$ cat src/rtl/multicycle_sequencer_if.sv
// Handshake and control bundle between the multi-cycle sequencer and the
// MIPS datapath / shared memory port.
interface multicycle_sequencer_if #(
    parameter int CNT_W = 32
);
    logic [2:0]       inst_class;
    logic             except_in;
    logic             mem_ready;
    logic             mem_req;
    logic             mem_wr;
    logic             addr_sel;
    logic             ir_we;
    logic             pc_we;
    logic             pc_src;
    logic             mdr_we;
    logic             rf_we;
    logic             addm_phase;
    logic             except;
    logic             timeout;
    logic [2:0]       state;
    logic [CNT_W-1:0] inst_count;

    // Sequencer side: takes decoder/memory status, drives all enables.
    modport slave (
        input  inst_class, except_in, mem_ready,
        output mem_req, mem_wr, addr_sel, ir_we, pc_we, pc_src, mdr_we,
               rf_we, addm_phase, except, timeout, state, inst_count
    );

    // Datapath/memory side.
    modport master (
        output inst_class, except_in, mem_ready,
        input  mem_req, mem_wr, addr_sel, ir_we, pc_we, pc_src, mdr_we,
               rf_we, addm_phase, except, timeout, state, inst_count
    );
endinterface

$ cat src/rtl/multicycle_sequencer.sv
// Multi-cycle MIPS control FSM: fetch/decode/execute/memory/writeback behind
// one variable-latency memory port, with memory timeout and halt-on-exception.
module multicycle_sequencer #(
    parameter int TIMEOUT = 16,
    parameter int CNT_W   = 32
) (
    input  logic                    clock,
    input  logic                    reset,
    multicycle_sequencer_if.slave   bus
);
    localparam int WAIT_W = (TIMEOUT > 1) ? $clog2(TIMEOUT) : 1;

    typedef enum logic [2:0] {
        FETCH    = 3'd0,
        DECODE   = 3'd1,
        EXEC     = 3'd2,
        MEM_RD   = 3'd3,
        MEM_WR   = 3'd4,
        ADDM_ALU = 3'd5,
        WB       = 3'd6,
        HALT     = 3'd7
    } state_t;

    localparam logic [2:0] CLS_ALU    = 3'd0;
    localparam logic [2:0] CLS_LOAD   = 3'd1;
    localparam logic [2:0] CLS_STORE  = 3'd2;
    localparam logic [2:0] CLS_ADDM   = 3'd3;
    localparam logic [2:0] CLS_BRANCH = 3'd4;

    state_t              state_q, state_d;
    logic [WAIT_W-1:0]   wait_q, wait_d;
    logic [CNT_W-1:0]    count_q;
    logic                timeout_q;
    logic                retire;
    logic                timeout_hit;
    logic                mem_state;
    logic                wait_expired;

    assign mem_state    = (state_q == FETCH) || (state_q == MEM_RD) || (state_q == MEM_WR);
    assign wait_expired = (wait_q == WAIT_W'(TIMEOUT - 1)) && !bus.mem_ready;

    // NOTE: every signal written here gets a default first so no path leaves
    // it unassigned; otherwise synthesis infers a latch.
    always_comb begin
        state_d        = state_q;
        retire         = 1'b0;
        timeout_hit    = 1'b0;
        bus.mem_req    = 1'b0;
        bus.mem_wr     = 1'b0;
        bus.addr_sel   = 1'b0;
        bus.ir_we      = 1'b0;
        bus.pc_we      = 1'b0;
        bus.pc_src     = 1'b0;
        bus.mdr_we     = 1'b0;
        bus.rf_we      = 1'b0;
        bus.addm_phase = 1'b0;
        bus.except     = 1'b0;

        // Outputs are forced low while reset is held so an in-flight access
        // is dropped immediately, not at the next edge.
        if (reset) begin
            unique case (state_q)
                FETCH: begin
                    bus.mem_req = 1'b1;
                    if (bus.mem_ready) begin
                        bus.ir_we = 1'b1;
                        bus.pc_we = 1'b1;
                        state_d   = DECODE;
                    end else if (wait_expired) begin
                        timeout_hit = 1'b1;
                        state_d     = HALT;
                    end
                end
                DECODE: state_d = bus.except_in ? HALT : EXEC;
                EXEC: begin
                    case (bus.inst_class)
                        CLS_ALU:             state_d = WB;
                        CLS_LOAD, CLS_ADDM:  state_d = MEM_RD;
                        CLS_STORE:           state_d = MEM_WR;
                        CLS_BRANCH: begin
                            bus.pc_we  = 1'b1;
                            bus.pc_src = 1'b1;
                            retire     = 1'b1;
                            state_d    = FETCH;
                        end
                        default:             state_d = HALT;
                    endcase
                end
                MEM_RD: begin
                    bus.mem_req  = 1'b1;
                    bus.addr_sel = 1'b1;
                    if (bus.mem_ready) begin
                        bus.mdr_we = 1'b1;
                        state_d    = (bus.inst_class == CLS_ADDM) ? ADDM_ALU : WB;
                    end else if (wait_expired) begin
                        timeout_hit = 1'b1;
                        state_d     = HALT;
                    end
                end
                MEM_WR: begin
                    bus.mem_req  = 1'b1;
                    bus.mem_wr   = 1'b1;
                    bus.addr_sel = 1'b1;
                    if (bus.mem_ready) begin
                        retire  = 1'b1;
                        state_d = FETCH;
                    end else if (wait_expired) begin
                        timeout_hit = 1'b1;
                        state_d     = HALT;
                    end
                end
                ADDM_ALU: begin
                    bus.addm_phase = 1'b1;
                    state_d        = WB;
                end
                WB: begin
                    bus.rf_we      = 1'b1;
                    bus.addm_phase = (bus.inst_class == CLS_ADDM);
                    retire         = 1'b1;
                    state_d        = FETCH;
                end
                HALT:    bus.except = 1'b1;
                default: state_d = HALT;
            endcase
        end
    end

    // Wait counter only runs while stalled in a memory state; any completion
    // or state change restarts it.
    always_comb begin
        wait_d = '0;
        if (mem_state && !bus.mem_ready && (state_d == state_q))
            wait_d = wait_q + WAIT_W'(1);
    end

    // NOTE: sequential state uses non-blocking assignments so every register
    // samples pre-edge values regardless of statement order.
    always_ff @(posedge clock or negedge reset) begin
        if (!reset) begin
            state_q   <= FETCH;
            wait_q    <= '0;
            count_q   <= '0;
            timeout_q <= 1'b0;
        end else begin
            state_q <= state_d;
            wait_q  <= wait_d;
            if (retire)
                count_q <= count_q + CNT_W'(1);
            if (timeout_hit)
                timeout_q <= 1'b1;
        end
    end

    assign bus.timeout    = timeout_q;
    assign bus.state      = state_q;
    assign bus.inst_count = count_q;
endmodule

$ cat src/flat_wrapper.sv
// flat-port wrapper written by rule: the top's interface ports become plain ports
module multicycle_sequencer_flat 
#(
    parameter int TIMEOUT = 16,
    parameter int CNT_W   = 32
)
  (clock, reset, bus_inst_class, bus_except_in, bus_mem_ready, bus_mem_req, bus_mem_wr, bus_addr_sel, bus_ir_we, bus_pc_we, bus_pc_src, bus_mdr_we, bus_rf_we, bus_addm_phase, bus_except, bus_timeout, bus_state, bus_inst_count);
  multicycle_sequencer_if #(.CNT_W(CNT_W)) bus_i ();
  input  logic clock;
  input  logic reset;
  input wire logic [$bits(bus_i.inst_class)-1:0] bus_inst_class;
  input wire logic [$bits(bus_i.except_in)-1:0] bus_except_in;
  input wire logic [$bits(bus_i.mem_ready)-1:0] bus_mem_ready;
  output wire logic [$bits(bus_i.mem_req)-1:0] bus_mem_req;
  output wire logic [$bits(bus_i.mem_wr)-1:0] bus_mem_wr;
  output wire logic [$bits(bus_i.addr_sel)-1:0] bus_addr_sel;
  output wire logic [$bits(bus_i.ir_we)-1:0] bus_ir_we;
  output wire logic [$bits(bus_i.pc_we)-1:0] bus_pc_we;
  output wire logic [$bits(bus_i.pc_src)-1:0] bus_pc_src;
  output wire logic [$bits(bus_i.mdr_we)-1:0] bus_mdr_we;
  output wire logic [$bits(bus_i.rf_we)-1:0] bus_rf_we;
  output wire logic [$bits(bus_i.addm_phase)-1:0] bus_addm_phase;
  output wire logic [$bits(bus_i.except)-1:0] bus_except;
  output wire logic [$bits(bus_i.timeout)-1:0] bus_timeout;
  output wire logic [$bits(bus_i.state)-1:0] bus_state;
  output wire logic [$bits(bus_i.inst_count)-1:0] bus_inst_count;
  assign bus_i.inst_class = bus_inst_class;
  assign bus_i.except_in = bus_except_in;
  assign bus_i.mem_ready = bus_mem_ready;
  assign bus_mem_req = bus_i.mem_req;
  assign bus_mem_wr = bus_i.mem_wr;
  assign bus_addr_sel = bus_i.addr_sel;
  assign bus_ir_we = bus_i.ir_we;
  assign bus_pc_we = bus_i.pc_we;
  assign bus_pc_src = bus_i.pc_src;
  assign bus_mdr_we = bus_i.mdr_we;
  assign bus_rf_we = bus_i.rf_we;
  assign bus_addm_phase = bus_i.addm_phase;
  assign bus_except = bus_i.except;
  assign bus_timeout = bus_i.timeout;
  assign bus_state = bus_i.state;
  assign bus_inst_count = bus_i.inst_count;
  multicycle_sequencer #(.TIMEOUT(TIMEOUT), .CNT_W(CNT_W)) u_core (.clock(clock), .reset(reset), .bus(bus_i));
endmodule
$ cat config.mk
export PLATFORM = sky130hd
export DESIGN_NAME = multicycle_sequencer_flat
export DESIGN_NICKNAME = d
export VERILOG_FILES = /design/src/rtl/multicycle_sequencer_if.sv /design/src/rtl/multicycle_sequencer.sv /design/src/flat_wrapper.sv
export SDC_FILE = /design/constraint.sdc
export NUM_CORES = 1
export LEC_CHECK = 0
export ABC_AREA = 0
export CORE_AREA = 2 2 62 64
export CTS_BUF_LIST = sky130_fd_sc_hd__clkbuf_8
export DETAILED_ROUTE_END_ITERATION = 10
export DIE_AREA = 0 0 64 66
export DONT_BUFFER_PORTS = 1
export GPL_TIMING_DRIVEN = 0
export PLACE_DENSITY = 0.8
export SLEW_MARGIN = 10
export SYNTH_ARGS = -nofsm -noshare
export SYNTH_HDL_FRONTEND = slang
export SYNTH_SLANG_ARGS = --single-unit
$ cat constraint.sdc
create_clock -name clock -period 2.5 [get_ports clock]
set_input_delay 0.125 -clock clock [delete_from_list [all_inputs] [get_ports clock]]
set_output_delay 0.125 -clock clock [all_outputs]
set_load 0.05 [all_outputs]
# [Word level (Yosys, flattened, before mapping)]
# Index checks and enable logic that the tools add are counted.
[totals] regBits=40 in_bits=7 output_inout_bits=46
[op_classes] n_addsub=2 n_eq_ne=13 mux=38 reduce_logical=11
[ops] op="$add A32 B1 Y32 const B" count=1
[ops] op="$mux W1" count=25
[ops] op="$pmux W3 S7" count=1
[ops] op="$mux W3" count=6
[ops] op="$eq A3 B3 Y1 const B" count=5
[ops] op="$eq A3 B2 Y1 const B" count=4
[ops] op="$pmux W3 S4" count=1
[ops] op="$eq A3 B1 Y1 const B" count=2
[ops] op="$logic_not A3 Y1" count=2
[ops] op="$add A4 B1 Y4 const B" count=1
[ops] op="$eq A4 B4 Y1 const B" count=1
[ops] op="$mux W4" count=1
[ops] op="$pmux W1 S2" count=2
[ops] op="$reduce_or A2 Y1" count=2
[ops] op="$eq A3 B3 Y1" count=1
[ops] op="$logic_and A1 B1 Y1" count=3
[ops] op="$pmux W1 S3" count=1
[ops] op="$reduce_or A3 Y1" count=1
[ops] op="$logic_or A1 B1 Y1" count=2
[ops] op="$mux W2" count=1
[ops] op="$logic_not A1 Y1" count=1

# [Longest topological paths before layout]
[depth] depth_word=9 mapped_depth=6 ltp_nobuf=5

# [Least setup slack after synthesis]
# No wires, ideal clock.
[synth_path] kind="register to output" startpoint="reg u_core.state_q[1], in the netlist u_core.bus.state[1]" endpoint="out bus_pc_we" t_arrival_ns=2.269 slack_ns=0.106 stages_incl_launch_ff=5 n_path_buf=1 cell_sequence="dfrtp_1 clkbuf_1 or2_2 nor2_1 or2_2"
[synth_between] elab_chain_len=3 elab_cells_between_ends=4
[synth_rtl] element="from (decl)" line="multicycle_sequencer.sv:30" text="state_t state_q, state_d;"
[synth_rtl] element="from (signal assigned)" line="multicycle_sequencer.sv:145" text="state_q <= state_d;"
[synth_rtl] element="$eq A3 B2 Y1 or $logic_not A3 Y1 (tied branches)" line="multicycle_sequencer.sv:62" text="unique case (state_q)"
[synth_rtl] element="$pmux W1 S2 (*)" line="multicycle_sequencer.sv:62"
[synth_rtl] element="$mux W1 (*)" line="multicycle_sequencer.sv:61" text="if (reset) begin"
[synth_rtl] element="to (decl)" line="flat_wrapper.sv:18" text="output wire logic [$bits(bus_i.pc_we)-1:0] bus_pc_we;"
# Every way passes the cells marked *; elsewhere a longest branch is shown, timed or not.

# [Worst setup path in the final report]
# Ends and elaborated chain as after synthesis.

==> results.py <==
metrics = {
    "clocking": {
        "numClockSinks": 40,
        "cts_buffers": 5,
        "htreeDepth": 2,
        "clk_latency_ns": 0.29,
        "cts_tree": "built",
        "clkTransAtPathRegs_ns": 0.07,
        "cts-root-buf": "clkbuf_8",
        "clockBufferDepth": 2,
    },
    "worst_setup_path": {
        "crit_type": "register to output pin",
        "cp_common_cell": "or2_2",
        "critical_path.cell_chain": "clkbuf_1 > or2_2 > nor2_4 > or2_2",
        "critPathSlowestCell": "dfrtp_1",
        "critPathLaunchType": "register",
        "rr_endpoint": "u_core.bus.inst_count[23]",
        "cp-endpoint": "bus_pc_we",
        "slowest_delay_ns": 0.63,
        "crit_fanout": 10,
        "arrival_ns": 2.31,
        "crit_path_end_kind": "output pin",
        "r2r_slack_ns": 0.34,
        "reg2regPathDepth": 4,
        "worstPathRequired_ns": 2.38,
        "crit_start": "u_core.bus.state[1]",
        "r2r_start": "u_core.bus.inst_count[10]",
    },
    "synthesis": {
        "syn_area_um2": 2255,
        "synth_top_area_cell": "dfrtp_1",
        "synth.distinct_cells": 46,
        "ys_seq_elements": 40,
        "yosys_warnings": 0,
        "synthCells": 225,
        "synth_area_leaders": "dfrtp_1 44%, xor2_1 11%, nor4_1 3.3%, nand2_1 3.2%, nand3_1 2.9%",
        "postSynthNetCount": 234,
        "seq_area_frac_synth_pct": 44.40,
        "syn_area_per_cell_um2": 10.02,
        "yosysTopAreaCellShare_pct": 44.40,
    },
    "run": {
        "drv_cap": 0,
    },
    "placement": {
        "dpl.hpwl_um": 3426,
        "globalplace.congestion": 0.9001,
        "numPortBuffers": 0,
        "dp_cells": 273,
        "place_area_um2": 2320,
    },
    "final_layout": {
        "layout.nets": 243,
        "fillers": 285,
        "n_antenna_cell": 0,
        "finalNonFillerCells": 283,
        "final_area_um2": 2456,
        "drive_gt1_share_pct": 13.19,
        "area_growth_pct": 8.935,
    },
    "routing": {
        "drc": 0,
        "wirelength_met1_um": 2177,
        "wl_per_cell_um": 16.94,
        "first_pass_iters": 4,
        "vias": 1731,
        "top_layer_used": "met4",
        "ant_nets": 0,
        "wl_um": 4795,
        "dr_wl_met3_um": 314,
        "met2_length_um": 2215,
        "viasPerCell": 6.117,
        "drt-initial-drc-count": 154,
    },
    "global_routing": {
        "grt_pass1_wl_um": 7976,
        "gr-total-overflow": 0,
        "antenna_found_initial": 0,
        "grt_usage_pct": 24.59,
        "grt_pass1_vias": 1700,
        "grt_max_degree": 41,
    },
    "timing": {
        "max_slew_margin_pct": 41.23,
        "tns_ns": 0,
        "period_share_pct": 97.33,
        "max_freq_mhz": 411.0,
        "fin_skew_ns": 0.002822,
        "fin_crit_ns": 2.433,
        "rsz0062_at_grt": "no",
        "final-setup-viol-count": 0,
        "finalHoldViolCount": 0,
        "slew_viol_final": 0,
        "worst_hold_slack_ns": 0.09570,
        "worst_pin_slew_ns": 0.8783,
    },
    "floorplan": {
        "die_area_um2": 4224,
        "row_count": 22,
        "pin_count": 53,
        "die_w_um": 64,
        "die_h_um": 66,
        "coreArea_um2": 3551,
        "initial_core_util_pct": 63.50,
    },
    "pwr": {
        "p_per_area_nw_per_um2": 812.5,
        "ir_drop_mv": 0.6745,
        "p_leak_nw": 1.178,
        "power.total_mw": 1.996,
    },
    "min_path": {
        "hp-class": "input port to register",
    },
    "status": {
        "run_status": "finished clean",
    },
}
-- cell type report --
class / count / area, µm² / area share [%]
Timing Repair Buffer: 2 / 30.03 / 1.223
Sequential cell: 40 / 1001 / 40.75
Clock buffer: 6 / 82.58 / 3.362
Clock inverter: 2 / 11.26 / 0.4585
Buffer: 8 / 41.29 / 1.681
Inverter: 9 / 33.78 / 1.375
Multi-Input combinational cell: 168 / 1196 / 48.70
Tap cell: 48 / 60.06 / 2.445
-- metrics by stage --
stage               setup WS [ns]  util, %
finish                    0.06671    69.17
global route             0.005679    69.17
CTS                       0.01282    69.03
detailed placement       -0.05570    65.33
global placement         -0.05693    65.19
floorplan                  0.1061        -
-- synthesized netlist by cell type, drive strengths merged --
| master | instances |
|---|---|
| dfrtp | 40 |
| xor2 | 28 |
| nand2 | 19 |
| nor2 | 16 |
| nor4 | 16 |
| nand3 | 13 |
| nor3 | 10 |
| inv | 9 |
| xnor2 | 6 |
| a21o | 5 |
| and2 | 5 |
| and4 | 5 |
| nand4 | 5 |
| a21oi | 4 |
| buf | 4 |
| clkbuf | 4 |
| nor3b | 4 |
| nand3b | 3 |
| o2111ai | 3 |
| o21ai | 3 |
| a211oi | 2 |
| a22oi | 2 |
| and2b | 2 |
| and3 | 2 |
| ha | 2 |
| o211ai | 2 |
| or2 | 2 |
| a31oi | 1 |
| a32o | 1 |
| and3b | 1 |
| mux2 | 1 |
| nand2b | 1 |
| nor2b | 1 |
| o31ai | 1 |
| o41a | 1 |
| or3 | 1 |
-- kinds of logic (layout without fill, tap and decap cells) --
kind of cell	after synthesis	count (layout)	share of synthesized area, %
adders and majority gates	2	2	1.110
buffers and inverters	17	27	3.329
muxes	1	1	0.4994
DFF	40	40	44.40
xor gates and xnor gates	34	34	13.21
AOI/OAI and AO/OA	25	25	9.323
and+or+nand+nor	106	106	28.14
-- what timing repair did --
| action | in CTS | in global routing |
|---|---|---|
| hold endpoints to repair | 40 | 0 |
| buffers inserted | 0 | 0 |
| setup endpoints to repair | 1 | 2 |
| hold buffers | 2 | 0 |
| resized for setup | 2 | 2 |
-- worst min path at each step --
| stage | from | endpoint | slack, ns | cells after the start |
|---|---|---|---|---|
| finish | bus_except_in | u_core.bus.state[0] | 0.1 | 2 |
| global route | bus_except_in | u_core.bus.state[0] | 0.09 | 2 |
| CTS | bus_except_in | u_core.bus.state[0] | 0.08 | 2 |
| detailed placement | reset | u_core.bus.inst_count[0] | -0.17 | 0 |
| global placement | reset | u_core.bus.inst_count[0] | -0.17 | 0 |
| floorplan | reset | u_core.bus.inst_count[0] | -0.17 | 0 |
-- power by group --
part	internal, mW	total, mW	leakage [nW]	switching, mW
clock	0.220	0.440	0.0486	0.220
combinational	0.191	0.575	0.597	0.384
sequential	0.705	0.981	0.533	0.276
total	1.12	2.00	1.18	0.879
-- per-layer routing --
layer	up-vias	global-route usage, %
li1	825	-
met1	846	32.62
met2	51	36.46
met3	9	8.007
met4	0	11.68
met5	-	0
-- placed cells by master, fill, tap and decap left out, types with 3 or more instances in the layout --
cell type and n:
a21o_1 4, a21oi_1 4, and2_1 5, and4_1 5, buf_2 3, clkbuf_1 4, clkbuf_8 6, dfrtp_1 40
inv_1 10, nand2_1 19, nand3_1 13, nand3b_1 3, nand4_1 4, nor2_1 13, nor3_1 10, nor4_1 12
nor4_2 3, o21ai_0 3, xnor2_1 6, xor2_1 28
-- critical path: cells and delay by family, from the launching register on --
kind	cells	cell delay (ns)
flip-flops	1	0.63
buffers and inverters	1	0.31
AND/OR/NAND/NOR	3	1.07
-- sequential cells by signal, summed over array words and instances (netlist names) --
register and count:
u_core.bus.inst_count 32, u_core.wait_q 4, u_core.bus.state 3, u_core.bus.timeout 1
Power figures use the tool's default switching activity.
